[config.mk]
export PLATFORM = sky130hd
export DESIGN_NAME = fib_seq_ctrl
export DESIGN_NICKNAME = d
export VERILOG_FILES = /design/src/rtl/fib_pkg.sv /design/src/rtl/fib_acc.sv /design/src/rtl/fib_seq_ctrl.sv
export SDC_FILE = /design/constraint.sdc
export NUM_CORES = 1
export LEC_CHECK = 0
export ABC_AREA = 1
export CAP_MARGIN = 5
export CORE_MARGIN = 2
export CORE_UTILIZATION = 40
export CTS_BUF_LIST = sky130_fd_sc_hd__clkbuf_4 sky130_fd_sc_hd__clkbuf_8 sky130_fd_sc_hd__clkbuf_16
export DETAILED_ROUTE_END_ITERATION = 10
export HOLD_SLACK_MARGIN = 0.06
export PLACE_DENSITY_LB_ADDON = 0.3
export SKIP_LAST_GASP = 1
export SLEW_MARGIN = 5
export SYNTH_ARGS = -nofsm -noshare
export SYNTH_HDL_FRONTEND = slang
export SYNTH_SLANG_ARGS = --single-unit
[constraint.sdc]
create_clock -name clk -period 3.61 [get_ports clk]
set_input_delay 0.722 -clock clk [delete_from_list [all_inputs] [get_ports clk]]
set_output_delay 0.722 -clock clk [all_outputs]
set_load 0.01 [all_outputs]
[src/rtl/fib_pkg.sv]
// Shared definitions for the Fibonacci sequencer: state encodings, default widths
// and the ins/modes encodings agreed with the count ALU.
package fib_pkg;

  localparam int N_W_DEF = 3;
  localparam int R_W_DEF = 8;

  typedef enum logic [1:0] {
    S_IDLE = 2'd0,
    S_LOAD = 2'd1,
    S_RUN  = 2'd2,
    S_DONE = 2'd3
  } state_t;

  localparam logic INS_LOAD  = 1'b1;
  localparam logic INS_DEC   = 1'b0;
  localparam logic MODES_CMP = 1'b1;
  localparam logic MODES_OFF = 1'b0;

endpackage

[src/rtl/fib_acc.sv]
// Fibonacci accumulator pair (a, b): init loads (0,1), step advances one term.
// FIB_OVF_EN adds saturating b with overflow flags that follow b into a.
module fib_acc
  import fib_pkg::*;
#(
  parameter int R_W = R_W_DEF
) (
  input  logic           clk,
  input  logic           rst_n,
  input  logic           i_init,
  input  logic           i_step,
  output logic [R_W-1:0] o_a
`ifdef FIB_OVF_EN
  ,
  output logic           o_a_ovf
`endif
);

  logic [R_W-1:0] r_a;
  logic [R_W-1:0] r_b;

`ifdef FIB_OVF_EN
  logic [R_W:0] w_sum;
  logic         w_b_sat;
  logic         r_a_ovf;
  logic         r_b_ovf;

  assign w_sum   = {1'b0, r_a} + {1'b0, r_b};
  // Once b has saturated it stays pinned at all ones.
  assign w_b_sat = w_sum[R_W] | r_b_ovf;

  always_ff @(posedge clk or negedge rst_n) begin
    if (!rst_n) begin
      r_a     <= '0;
      r_b     <= '0;
      r_a_ovf <= 1'b0;
      r_b_ovf <= 1'b0;
    end else if (i_init) begin
      r_a     <= '0;
      r_b     <= {{(R_W-1){1'b0}}, 1'b1};
      r_a_ovf <= 1'b0;
      r_b_ovf <= 1'b0;
    end else if (i_step) begin
      r_a     <= r_b;
      r_b     <= w_b_sat ? {R_W{1'b1}} : w_sum[R_W-1:0];
      r_a_ovf <= r_b_ovf;
      r_b_ovf <= w_b_sat;
    end
  end

  assign o_a_ovf = r_a_ovf;
`else
  logic [R_W-1:0] w_sum;

  assign w_sum = r_a + r_b;

  always_ff @(posedge clk or negedge rst_n) begin
    if (!rst_n) begin
      r_a <= '0;
      r_b <= '0;
    end else if (i_init) begin
      r_a <= '0;
      r_b <= {{(R_W-1){1'b0}}, 1'b1};
    end else if (i_step) begin
      r_a <= r_b;
      r_b <= w_sum;
    end
  end
`endif

  assign o_a = r_a;

endmodule

[src/rtl/fib_seq_ctrl.sv]
// Fibonacci sequencer driving the count ALU; F(n) with a done pulse n+3 cycles after accept,
// start is ignored while busy (no queueing). FIB_OVF_EN enables saturation and the sticky ovf port.
module fib_seq_ctrl
  import fib_pkg::*;
#(
  parameter int N_W = N_W_DEF,
  parameter int R_W = R_W_DEF
) (
  input  logic           clk,
  input  logic           rst_n,
  input  logic           start,
  input  logic [N_W-1:0] n,
  output logic           busy,
  output logic           done,
  output logic [R_W-1:0] result,
`ifdef FIB_OVF_EN
  output logic           ovf,
`endif
  output logic [N_W-1:0] alu_n,
  output logic [N_W-1:0] alu_ts,
  output logic           alu_ins,
  output logic           alu_modes,
  input  logic [N_W-1:0] alu_dec,
  input  logic           alu_lt
);

  state_t         r_state;
  logic [N_W-1:0] r_n_q;
  logic [N_W-1:0] r_ts;
  logic           r_busy;
  logic           r_done;
  logic [R_W-1:0] r_result;
  logic           r_ins;
  logic           r_modes;
  logic [R_W-1:0] w_a;
  logic           w_init;
  logic           w_step;

  assign w_init = (r_state == S_LOAD);
  assign w_step = (r_state == S_RUN) && !alu_lt;

`ifdef FIB_OVF_EN
  logic w_a_ovf;
  logic r_ovf;

  fib_acc #(.R_W(R_W)) u_acc (
    .clk     (clk),
    .rst_n   (rst_n),
    .i_init  (w_init),
    .i_step  (w_step),
    .o_a     (w_a),
    .o_a_ovf (w_a_ovf)
  );

  always_ff @(posedge clk or negedge rst_n) begin
    if (!rst_n) begin
      r_ovf <= 1'b0;
    end else if (r_state == S_IDLE && start) begin
      r_ovf <= 1'b0;
    end else if (r_state == S_RUN && alu_lt) begin
      r_ovf <= r_ovf | w_a_ovf;
    end
  end

  assign ovf = r_ovf;
`else
  fib_acc #(.R_W(R_W)) u_acc (
    .clk    (clk),
    .rst_n  (rst_n),
    .i_init (w_init),
    .i_step (w_step),
    .o_a    (w_a)
  );
`endif

  // ts only ever takes the ALU's answer: load of n_q in LOAD, ts-1 in RUN.
  always_ff @(posedge clk or negedge rst_n) begin
    if (!rst_n) begin
      r_state  <= S_IDLE;
      r_n_q    <= '0;
      r_ts     <= '0;
      r_busy   <= 1'b0;
      r_done   <= 1'b0;
      r_result <= '0;
      r_ins    <= INS_DEC;
      r_modes  <= MODES_OFF;
    end else begin
      case (r_state)
        S_IDLE: begin
          if (start) begin
            r_n_q   <= n;
            r_busy  <= 1'b1;
            r_ins   <= INS_LOAD;
            r_modes <= MODES_OFF;
            r_state <= S_LOAD;
          end
        end
        S_LOAD: begin
          r_ts    <= alu_dec;
          r_ins   <= INS_DEC;
          r_modes <= MODES_CMP;
          r_state <= S_RUN;
        end
        S_RUN: begin
          if (alu_lt) begin
            r_result <= w_a;
            r_done   <= 1'b1;
            r_modes  <= MODES_OFF;
            r_state  <= S_DONE;
          end else begin
            r_ts <= alu_dec;
          end
        end
        S_DONE: begin
          r_done  <= 1'b0;
          r_busy  <= 1'b0;
          r_state <= S_IDLE;
        end
        default: r_state <= S_IDLE;
      endcase
    end
  end

  assign busy      = r_busy;
  assign done      = r_done;
  assign result    = r_result;
  assign alu_n     = r_n_q;
  assign alu_ts    = r_ts;
  assign alu_ins   = r_ins;
  assign alu_modes = r_modes;

endmodule
# After elaboration in Yosys (flattened, before gate mapping)
# Index checks and enable logic that the tools add are counted.
[classes]
n_eq_ne = 6
n_addsub = 1
n_shift = 0
reduce_logical = 17
n_mux = 17
bitwise_logic = 0
div = 0
magnitude_cmp = 0
multipliers = 0
[op_table]
columns = ["operator", "count"]
rows = [
  ["$mux W8", 4],
  ["$reduce_and A2 Y1", 7],
  ["$reduce_bool A2 Y1", 5],
  ["$add A8 B8 Y8", 1],
  ["$pmux W2 S4", 1],
  ["$ne A2 B2 Y1 const B", 3],
  ["$pmux W1 S2", 3],
  ["$pmux W3 S2", 1],
  ["$eq A2 B2 Y1 const B", 2],
  ["$mux W1", 4],
  ["$mux W2", 2],
  ["$mux W3", 1],
  ["$pmux W1 S3", 1],
  ["$reduce_and A3 Y1", 1],
  ["$reduce_bool A3 Y1", 1],
  ["$eq A2 B1 Y1 const B", 1],
  ["$logic_not A2 Y1", 1],
  ["$logic_and A1 B1 Y1", 1],
  ["$logic_not A1 Y1", 1],
]
[totals]
rom_bits = 0
n_memories = 0
register_bits = 36
mem_bits_rw = 0
latch_bits = 0
elab_cells = 51

# Longest topological paths before layout
# Gate-level depths: netlist of the first run.
[depth]
depth_word = 4
ltp_mapped = 9
depth_no_buf = 9

# By module
# Synthesis of the first run repeated with hierarchy kept, for this count alone.
[hier_totals]
cells_unflattened = 207
area_unflattened_um2 = 1761.7
[by_module_without_submodules]
columns = ["module", "seq_area_each_um2", "n_inst", "cells_each", "area_each_um2"]
rows = [
  ["fib_acc", 400.4, 1, 109, 912.1],
  ["fib_seq_ctrl", 500.5, 1, 98, 849.6],
]

# Worst setup path before layout of the first run
# No wires, ideal clock.
[synth_path]
path_type = "reg-to-reg"
start = "register u_acc.r_b[0]"
end = "register u_acc.r_b[6]"
required_time_ns = 3.493
arrival_ns = 1.357
stages_incl_launch_ff = 9
n_path_buf = 0
setup_time_ns = 0.117
setup_slack_ns = 2.136
path_cell_list = "dfrtp_1 -> ha_1 -> fa_1 -> nand3_1 -> nand2_1 -> nand2_1 -> nand3_1 -> nand3_1 -> nand2_1"
[synth_via]
elab_chain_len = 3
[synth_rtl]
columns = ["item", "line", "source"]
rows = [
  ["from (decl)", "fib_acc.sv:20", "logic [R_W-1:0] r_b;"],
  ["from (signal assigned)", "fib_acc.sv:63", "r_b <= {{(R_W-1){1'b0}}, 1'b1};"],
  ["from (signal assigned)", "fib_acc.sv:66", "r_b <= w_sum;"],
  ["$add A8 B8 Y8", "fib_acc.sv:55", "assign w_sum = r_a + r_b;"],
  ["$mux W8", "fib_acc.sv:64", "end else if (i_step) begin"],
  ["$mux W8", "fib_acc.sv:61", "end else if (i_init) begin"],
]
# No other way between the ends. The select of a mux whose other input is x is not followed.
# A chain may end at the register's enable or synchronous reset.

# Worst setup path in the final report of the first run
[layout_path]
start = "register r_ins (netlist: alu_ins)"
end = "output alu_ins"
[layout_lines]
columns = ["item", "line", "source"]
rows = [
  ["from (decl)", "fib_seq_ctrl.sv:33", "logic r_ins;"],
  ["from (signal assigned)", "fib_seq_ctrl.sv:85", "r_ins <= INS_DEC;"],
  ["from (signal assigned)", "fib_seq_ctrl.sv:93", "r_ins <= INS_LOAD;"],
  ["from (signal assigned)", "fib_seq_ctrl.sv:100", "r_ins <= INS_DEC;"],
  ["to (decl)", "fib_seq_ctrl.sv:21", "output logic alu_ins,"],
]
# No word-level cell between the ends.

==> run_summary.xml, run 1 <==
<?xml version="1.0" encoding="UTF-8"?>
<metrics>
  <group name="clock_network">
    <metric name="clk_latency" unit="ps">290</metric>
    <metric name="cts_buffer_depth" unit="">2</metric>
    <metric name="clock_tree.htree_level_count" unit="">2</metric>
    <metric name="tritoncts" unit="">built</metric>
    <metric name="cts_sinks" unit="">36</metric>
    <metric name="postCtsSetupBuffers" unit="">0</metric>
    <metric name="ctsHoldBuffers" unit="">0</metric>
    <metric name="clock_tree.root_cell" unit="">clkbuf_8</metric>
    <metric name="post_cts_resize_count" unit="">0</metric>
    <metric name="worst_setup_hold_path_clk_slew" unit="ps">80</metric>
    <metric name="total_clock_buffers_created_by_cts" unit="">5</metric>
  </group>
  <group name="power">
    <metric name="netSwitchingPower" unit="W">0.0004897</metric>
    <metric name="power-per-cell-area" unit="mW/mm2">666.1</metric>
    <metric name="finalPower" unit="W">0.001473</metric>
    <metric name="power_share_of_the_clock_group" unit="%">26.4</metric>
    <metric name="internal_power" unit="W">0.0009837</metric>
    <metric name="p_leak" unit="nW">1.151</metric>
    <metric name="power.ir.vdd_worst" unit="mV">0.4422</metric>
    <metric name="p_seq_share" unit="%">37.7</metric>
    <metric name="comb_power_share" unit="%">36.0</metric>
    <metric name="p_sw_share" unit="%">33.24</metric>
  </group>
  <group name="layout">
    <metric name="share_of_final_layout_standard_cells_stronger_than_drive_strength_1" unit="%">7.826</metric>
    <metric name="final_cell_count_no_fill" unit="">282</metric>
    <metric name="fillers" unit="">405</metric>
    <metric name="final_common_cell" unit="">nand2_1</metric>
    <metric name="nets" unit="">252</metric>
    <metric name="antenna_cells" unit="">0</metric>
    <metric name="most-common-layout-cells" unit="">nand2_1, dfrtp_1, inv_1</metric>
    <metric name="multi_input_comb_area" unit="um2">716.9</metric>
    <metric name="area_delta_synth_final" unit="%">25.12</metric>
    <metric name="regArea" unit="um2">900.9</metric>
    <metric name="design_area" unit="mm2">0.002212</metric>
  </group>
  <group name="detailed_routing">
    <metric name="detail_route.first_pass.iterations" unit="">4</metric>
    <metric name="routed.top_layer" unit="">met4</metric>
    <metric name="route.met3.wl" unit="um">111</metric>
    <metric name="drt-wirelength-per-cell" unit="um">11.78</metric>
    <metric name="post-route-drc-count" unit="">0</metric>
    <metric name="routed_wl" unit="um">3321</metric>
    <metric name="met2WireLength" unit="um">1596</metric>
    <metric name="drtIter0Drc" unit="">78</metric>
    <metric name="number_of_vias_in_the_routed_layout" unit="">1324</metric>
    <metric name="detail-route-antenna-nets" unit="">0</metric>
    <metric name="routed_via_density" unit="">4.695</metric>
    <metric name="wl_met1" unit="um">1554</metric>
  </group>
  <group name="worst_setup_path">
    <metric name="cpPeakStageDelay" unit="ps">550</metric>
    <metric name="worstPathCellList" unit="">clkdlybuf4s50_1</metric>
    <metric name="worst-endpoint-required" unit="ps">2890</metric>
    <metric name="slowest_stage" unit="">clkdlybuf4s50_1</metric>
    <metric name="crit_path_end_kind" unit="">output port</metric>
    <metric name="worstSetupPathDepth" unit="">1</metric>
    <metric name="cp-startpoint" unit="">alu_ins$_DFFE_PN0P_</metric>
    <metric name="r2r-start" unit="">r_state[1]$_DFFE_PN0P_</metric>
    <metric name="setup.worst_path.end" unit="">alu_ins</metric>
    <metric name="arrival" unit="ps">1220</metric>
    <metric name="r2r_cells" unit="">7</metric>
    <metric name="timing.setup.critical_path_class" unit="">reg -&gt; out</metric>
    <metric name="combined_buffer_and_inverter_count_along_the_critical_path" unit="">1</metric>
    <metric name="timing.critical_path.max_delay_family" unit="">buffers and inverters</metric>
    <metric name="start_kind" unit="">flip-flop</metric>
    <metric name="worst-r2r-setup-slack" unit="ps">1850</metric>
    <metric name="critical_path.max_fanout" unit="">2</metric>
    <metric name="regToRegEndpoint" unit="">u_acc.r_b[3]$_DFFE_PN0P_</metric>
  </group>
  <group name="logic_synthesis">
    <metric name="postSynthCellCount" unit="">197</metric>
    <metric name="compound_gate_fraction_of_synth_area" unit="%">11.32</metric>
    <metric name="postSynth.asyncResetShare" unit="%">100.0</metric>
    <metric name="post_synth_num_cell_types" unit="">23</metric>
    <metric name="ys_ff_latch" unit="">36</metric>
    <metric name="ys_warn_count" unit="">0</metric>
    <metric name="syn-num-nets" unit="">220</metric>
    <metric name="post_synth.cell_area_avg" unit="um2">8.974</metric>
    <metric name="post_synthesis_sequential_area_ratio" unit="%">50.96</metric>
    <metric name="yosys.area_share.xor_xnor" unit="%">0.9908</metric>
    <metric name="synthSimpleGateAreaFrac" unit="%">16.70</metric>
    <metric name="post_synth_fa_ha_maj_area_fraction" unit="%">9.625</metric>
    <metric name="muxShareOfSynthArea" unit="%">1.911</metric>
    <metric name="synth_top_family_by_area" unit="">simple AND/OR/NAND/NOR gates</metric>
    <metric name="synth-edff-count" unit="">0</metric>
    <metric name="syn-cell-area" unit="mm2">0.001768</metric>
    <metric name="ys.flop_type" unit="">dfrtp_1</metric>
  </group>
  <group name="floorplan">
    <metric name="initial_utilization" unit="%">41.17</metric>
    <metric name="die_area" unit="mm2">0.004967</metric>
    <metric name="die-height" unit="um">70.48</metric>
    <metric name="std_cell_rows" unit="">24</metric>
    <metric name="dieWidth" unit="um">70.48</metric>
    <metric name="boundaryPins" unit="">28</metric>
    <metric name="fp.coreArea" unit="mm2">0.004294</metric>
  </group>
  <group name="grt">
    <metric name="grt_pass1_vias" unit="">1312</metric>
    <metric name="grt.overflow.total" unit="">0</metric>
    <metric name="maximum_number_of_pins_on_one_net_before_global_route_repair" unit="">37</metric>
    <metric name="grt_pass1_wl" unit="um">5940</metric>
    <metric name="antenna_found_initial" unit="">0</metric>
    <metric name="track_usage" unit="%">15.34</metric>
  </group>
  <group name="sta">
    <metric name="unrepaired_setup_endpoints_after_global_routing" unit="">false</metric>
    <metric name="fin_skew" unit="ps">9.555</metric>
    <metric name="headroom_to_the_max_slew_limit" unit="%">48.73</metric>
    <metric name="final_hold_viol_count" unit="">0</metric>
    <metric name="fin_setup_tns" unit="ps">0</metric>
    <metric name="clock.fmax" unit="MHz">516.0</metric>
    <metric name="setup_violations" unit="">0</metric>
    <metric name="timing_worst_slew_pin_value" unit="ps">769.0</metric>
    <metric name="finalMaxSlewViolations" unit="">0</metric>
    <metric name="post-route-period-util" unit="%">53.69</metric>
    <metric name="fin_worst_hold_slack" unit="ps">485.0</metric>
    <metric name="min_period" unit="ps">1938</metric>
  </group>
  <group name="run">
    <metric name="max_cap_violations" unit="">0</metric>
  </group>
  <group name="placement">
    <metric name="numPlacedInstances" unit="">274</metric>
    <metric name="io_buffers" unit="">27</metric>
    <metric name="place_congestion" unit="">0.7649</metric>
    <metric name="dp_hpwl" unit="um">2513</metric>
    <metric name="placed_cell_area" unit="mm2">0.002086</metric>
  </group>
  <group name="worst_hold_path">
    <metric name="min_path_type" unit="">reg -&gt; reg</metric>
  </group>
  <group name="status">
    <metric name="outcome" unit="">completed</metric>
  </group>
</metrics>
[per-layer routing]
layer / GRT usage (%) / vias to the layer above
met5: 0 / -
met3: 3.463 / 6
met2: 23.90 / 19
met4: 7.051 / 0
li1: - / 687
met1: 20.32 / 612
[area by class of cell]
class	instances	share of cell area, %
timing repair buffer	27	11.99
inverter	36	6.222
multi-input combinational	123	32.41
tap	52	2.941
sequential	36	40.72
clock inverter	1	1.357
clock buffer	7	4.355
[logic make-up (layout without fill, tap and decap cells)]
| kind of cell | count (synthesis) | count (layout) |
|---|---|---|
| compound gates | 36 | 36 |
| flops | 36 | 36 |
| simple gates | 69 | 69 |
| buf+inv | 38 | 71 |
| xor+xnor | 2 | 2 |
| fa+ha+maj | 13 | 13 |
| mux | 3 | 3 |
[Yosys cell counts (2+ instances only)]
library cell	number	area share (%)
nor2_1	2	0.42
dfrtp_1	36	51
nand3_1	8	2.3
nand2_1	56	12
a21oi_1	5	1.4
mux2_2	3	1.9
o22ai_1	8	2.8
o21ai_0	19	5.4
inv_1	35	7.4
ha_1	12	8.5
[worst min-delay path by stage]
stage / endpoint / slack, ps / cells after the start / startpoint
2_1_floorplan: alu_ins$_DFFE_PN0P_ / 430 / 0 / rst_n
3_3_place_gp: alu_n[0]$_DFFE_PN0P_ / 470 / 2 / alu_n[0]$_DFFE_PN0P_
3_5_place_dp: alu_n[0]$_DFFE_PN0P_ / 470 / 2 / alu_n[0]$_DFFE_PN0P_
4_1_cts: alu_n[0]$_DFFE_PN0P_ / 490 / 2 / alu_n[0]$_DFFE_PN0P_
5_1_grt: result[2]$_DFFE_PN0P_ / 510 / 2 / result[2]$_DFFE_PN0P_
6_report: result[2]$_DFFE_PN0P_ / 480 / 2 / result[2]$_DFFE_PN0P_
[flip-flops by register name, summed over array words and instances, names as in the netlist]
signal	count
alu_ins	1
u_acc.r_b	8
alu_modes	1
alu_ts	3
alu_n	3
busy	1
u_acc.o_a	8
result	8
r_state	2
done	1
[metrics by stage]
stage / setup slack [ps] / utilization, %
after floorplan: 2136 / -
after global placement: 1519 / 48.57
after detailed placement: 1482 / 48.57
after CTS: 1655 / 51.52
after global routing: 1638 / 51.52
final: 1672 / 51.52
[power by group through the flow]
stage	Sequential (W)	Combinational [W]	Clock, W
4_1_cts	0.000556	0.000539	0.000400
5_1_grt	0.000571	0.000602	0.000419
3_3_place_gp	0.000561	0.000524	0
3_5_place_dp	0.000563	0.000537	0
6_report	0.000555	0.000530	0.000388
2_1_floorplan	0.000583	0.000309	0
(Power assumes the default switching activity.)
==> run 2, diff against run 1 <==
==> constraint.sdc (replaced) <==
create_clock -name clk -period 1.55 [get_ports clk]
set_input_delay 0.31 -clock clk [delete_from_list [all_inputs] [get_ports clk]]
set_output_delay 0.31 -clock clk [all_outputs]
set_load 0.01 [all_outputs]
==> run 2 against run 1 <==
  * Clock power grew 76%
  * Register-to-register slack lost 1800 ps
  * First-iteration DRC count shrank 1.3%
  * Die area is the same
  * Design area grew 3.6%
  * Critical path type unchanged
  * Largest power group is now combinational logic
  * Highest routed layer unchanged
==> run_summary.xml, run 2 (synthesis results as in run 1) <==
<?xml version="1.0" encoding="UTF-8"?>
<metrics>
  <group name="status">
    <metric name="outcome" unit="">completed</metric>
  </group>
  <group name="detailed_routing">
    <metric name="post-route-drc-count" unit="">0</metric>
    <metric name="detail_route.first_pass.iterations" unit="">4</metric>
    <metric name="drt-wirelength-per-cell" unit="um">11.35</metric>
    <metric name="drtIter0Drc" unit="">77</metric>
    <metric name="routed_via_density" unit="">4.680</metric>
    <metric name="met2WireLength" unit="um">1522</metric>
    <metric name="routed.top_layer" unit="">met4</metric>
    <metric name="number_of_vias_in_the_routed_layout" unit="">1362</metric>
    <metric name="detail-route-antenna-nets" unit="">0</metric>
    <metric name="wl_met1" unit="um">1650</metric>
    <metric name="routed_wl" unit="um">3302</metric>
    <metric name="route.met3.wl" unit="um">109</metric>
  </group>
  <group name="worst_setup_path">
    <metric name="slowest_stage" unit="">clkdlybuf4s50_1</metric>
    <metric name="timing.setup.critical_path_class" unit="">reg -&gt; out</metric>
    <metric name="start_kind" unit="">flip-flop</metric>
    <metric name="cp-startpoint" unit="">alu_n[2]$_DFFE_PN0P_</metric>
    <metric name="worstPathCellList" unit="">clkdlybuf4s50_1</metric>
    <metric name="crit_path_end_kind" unit="">output port</metric>
    <metric name="r2r_cells" unit="">8</metric>
    <metric name="arrival" unit="ps">1180</metric>
    <metric name="regToRegEndpoint" unit="">u_acc.r_b[6]$_DFFE_PN0P_</metric>
    <metric name="cpPeakStageDelay" unit="ps">540</metric>
    <metric name="r2r-start" unit="">u_acc.r_b[0]$_DFFE_PN0P_</metric>
    <metric name="worst-endpoint-required" unit="ps">1240</metric>
    <metric name="worst-r2r-setup-slack" unit="ps">70</metric>
    <metric name="combined_buffer_and_inverter_count_along_the_critical_path" unit="">1</metric>
    <metric name="critical_path.max_fanout" unit="">2</metric>
    <metric name="timing.critical_path.max_delay_family" unit="">buffers and inverters</metric>
  </group>
  <group name="floorplan">
    <metric name="dieWidth" unit="um">70.48</metric>
    <metric name="die_area" unit="mm2">0.004967</metric>
    <metric name="fp.coreArea" unit="mm2">0.004294</metric>
    <metric name="initial_utilization" unit="%">41.17</metric>
    <metric name="std_cell_rows" unit="">24</metric>
    <metric name="die-height" unit="um">70.48</metric>
    <metric name="boundaryPins" unit="">28</metric>
  </group>
  <group name="sta">
    <metric name="timing_worst_slew_pin_value" unit="ps">380.4</metric>
    <metric name="worst_slack" unit="ps">64.63</metric>
    <metric name="headroom_to_the_max_slew_limit" unit="%">74.64</metric>
    <metric name="min_period" unit="ps">1485</metric>
    <metric name="unrepaired_setup_endpoints_after_global_routing" unit="">true</metric>
    <metric name="post-route-period-util" unit="%">95.83</metric>
    <metric name="finalMaxSlewViolations" unit="">0</metric>
    <metric name="fin_skew" unit="ps">5.302</metric>
    <metric name="setup_violations" unit="">0</metric>
    <metric name="clock.fmax" unit="MHz">673.2</metric>
    <metric name="final_hold_viol_count" unit="">0</metric>
  </group>
  <group name="worst_hold_path">
    <metric name="min_path_type" unit="">in -&gt; async</metric>
  </group>
  <group name="clock_network">
    <metric name="total_clock_buffers_created_by_cts" unit="">5</metric>
    <metric name="cts_buffer_depth" unit="">2</metric>
    <metric name="cts_sinks" unit="">36</metric>
    <metric name="tritoncts" unit="">built</metric>
    <metric name="clk_latency" unit="ps">280</metric>
    <metric name="clock_tree.root_cell" unit="">clkbuf_8</metric>
    <metric name="worst_setup_hold_path_clk_slew" unit="ps">70</metric>
    <metric name="clock_tree.htree_level_count" unit="">2</metric>
  </group>
  <group name="layout">
    <metric name="final_cell_count_no_fill" unit="">291</metric>
    <metric name="antenna_cells" unit="">0</metric>
    <metric name="area_delta_synth_final" unit="%">29.65</metric>
    <metric name="final_common_cell" unit="">nand2_1</metric>
    <metric name="nets" unit="">261</metric>
    <metric name="most-common-layout-cells" unit="">nand2_1, dfrtp_1, inv_1</metric>
    <metric name="design_area" unit="mm2">0.002292</metric>
    <metric name="share_of_final_layout_standard_cells_stronger_than_drive_strength_1" unit="%">13.81</metric>
    <metric name="fillers" unit="">428</metric>
  </group>
  <group name="grt">
    <metric name="grt_pass1_vias" unit="">1344</metric>
    <metric name="maximum_number_of_pins_on_one_net_before_global_route_repair" unit="">22</metric>
    <metric name="grt.overflow.total" unit="">0</metric>
    <metric name="grt_pass1_wl" unit="um">5989</metric>
    <metric name="antenna_found_initial" unit="">0</metric>
    <metric name="track_usage" unit="%">15.17</metric>
  </group>
  <group name="run">
    <metric name="max_cap_violations" unit="">0</metric>
  </group>
  <group name="power">
    <metric name="p_leak" unit="nW">1.178</metric>
    <metric name="power-per-cell-area" unit="mW/mm2">1466</metric>
    <metric name="power.ir.vdd_worst" unit="mV">1.191</metric>
    <metric name="finalPower" unit="W">0.003360</metric>
  </group>
  <group name="placement">
    <metric name="placed_cell_area" unit="mm2">0.002158</metric>
    <metric name="io_buffers" unit="">27</metric>
    <metric name="place_ws" unit="ps">-10.19</metric>
    <metric name="place_congestion" unit="">0.8007</metric>
    <metric name="numPlacedInstances" unit="">282</metric>
    <metric name="dp_hpwl" unit="um">2514</metric>
  </group>
</metrics>
-- run 2: cell types whose count changed in the layout (fill, tap and decap cells not counted), moves of 2 or more --
cell      delta
buf_4        +7
clkinv_2     +2
ha_2         +2
ha_1         -3
-- run 2: area by class of cell --
type / instances / area [um2] / share of cell area (%)
Clock inverter: 2 / 10.01 / 0.4367
Inverter: 36 / 137.6 / 6.004
Clock buffer: 6 / 82.58 / 3.603
Tap cell: 52 / 65.06 / 2.838
Sequential cell: 36 / 900.9 / 39.30
Timing Repair Buffer: 36 / 347.8 / 15.17
Multi-Input combinational cell: 123 / 748.2 / 32.64
-- run 2: what timing repair did --
item                                    in CTS  in global routing
hold endpoints to repair                    15                  0
hold buffers                                 1                  0
gates cloned                                 0                  0
setup buffers                                0                  0
resized for setup                            1                  6
endpoints found under the setup margin       2                  6
-- run 2: how the worst max path moves through the flow --
stage                                to  slack, ps  depth (start not counted)
6_report                       alu_n[2]         60                          1
5_1_grt        u_acc.r_b[6]$_DFFE_PN0P_        -30                          8
4_1_cts        u_acc.r_b[6]$_DFFE_PN0P_         20                          8
3_5_place_dp   u_acc.r_b[6]$_DFFE_PN0P_        -10                          8
3_3_place_gp   u_acc.r_b[6]$_DFFE_PN0P_         20                          8
2_1_floorplan  u_acc.r_b[6]$_DFFE_PN0P_         80                          8
-- run 2: stage by stage --
stage,hold slack [ps],TNS [ps],utilization [%]
2_1_floorplan,14.41,0,-
3_3_place_gp,255.2,0,50.26
3_5_place_dp,254.6,-10.19,50.26
4_1_cts,483.3,0,52.71
5_1_grt,496.4,-36.75,53.38
6_report,474.8,0,53.38
-- run 2: worst register-to-register path: stages (launching register included) --
cell and delay, ps:
dfrtp_1 390, ha_2 200, fa_2 360, nand3_2 80, nand2_1 60, nand2_1 80
nand3_1 70, nand3_1 80, nand2_1 50
-- run 2: per-layer routing --
metal | up-vias | GRT usage [%]
li1 | 704 | -
met1 | 635 | 21.45
met2 | 21 | 22.96
met3 | 2 | 4.762
met4 | 0 | 3.205
met5 | - | 0
-- run 2: report_power, final --
| part | internal [W] | switching [W] | total, W |
|---|---|---|---|
| registers | 0.00116 | 0.000135 | 0.00129 |
| clock network | 0.000355 | 0.000327 | 0.000682 |
| logic | 0.000679 | 0.000705 | 0.00138 |
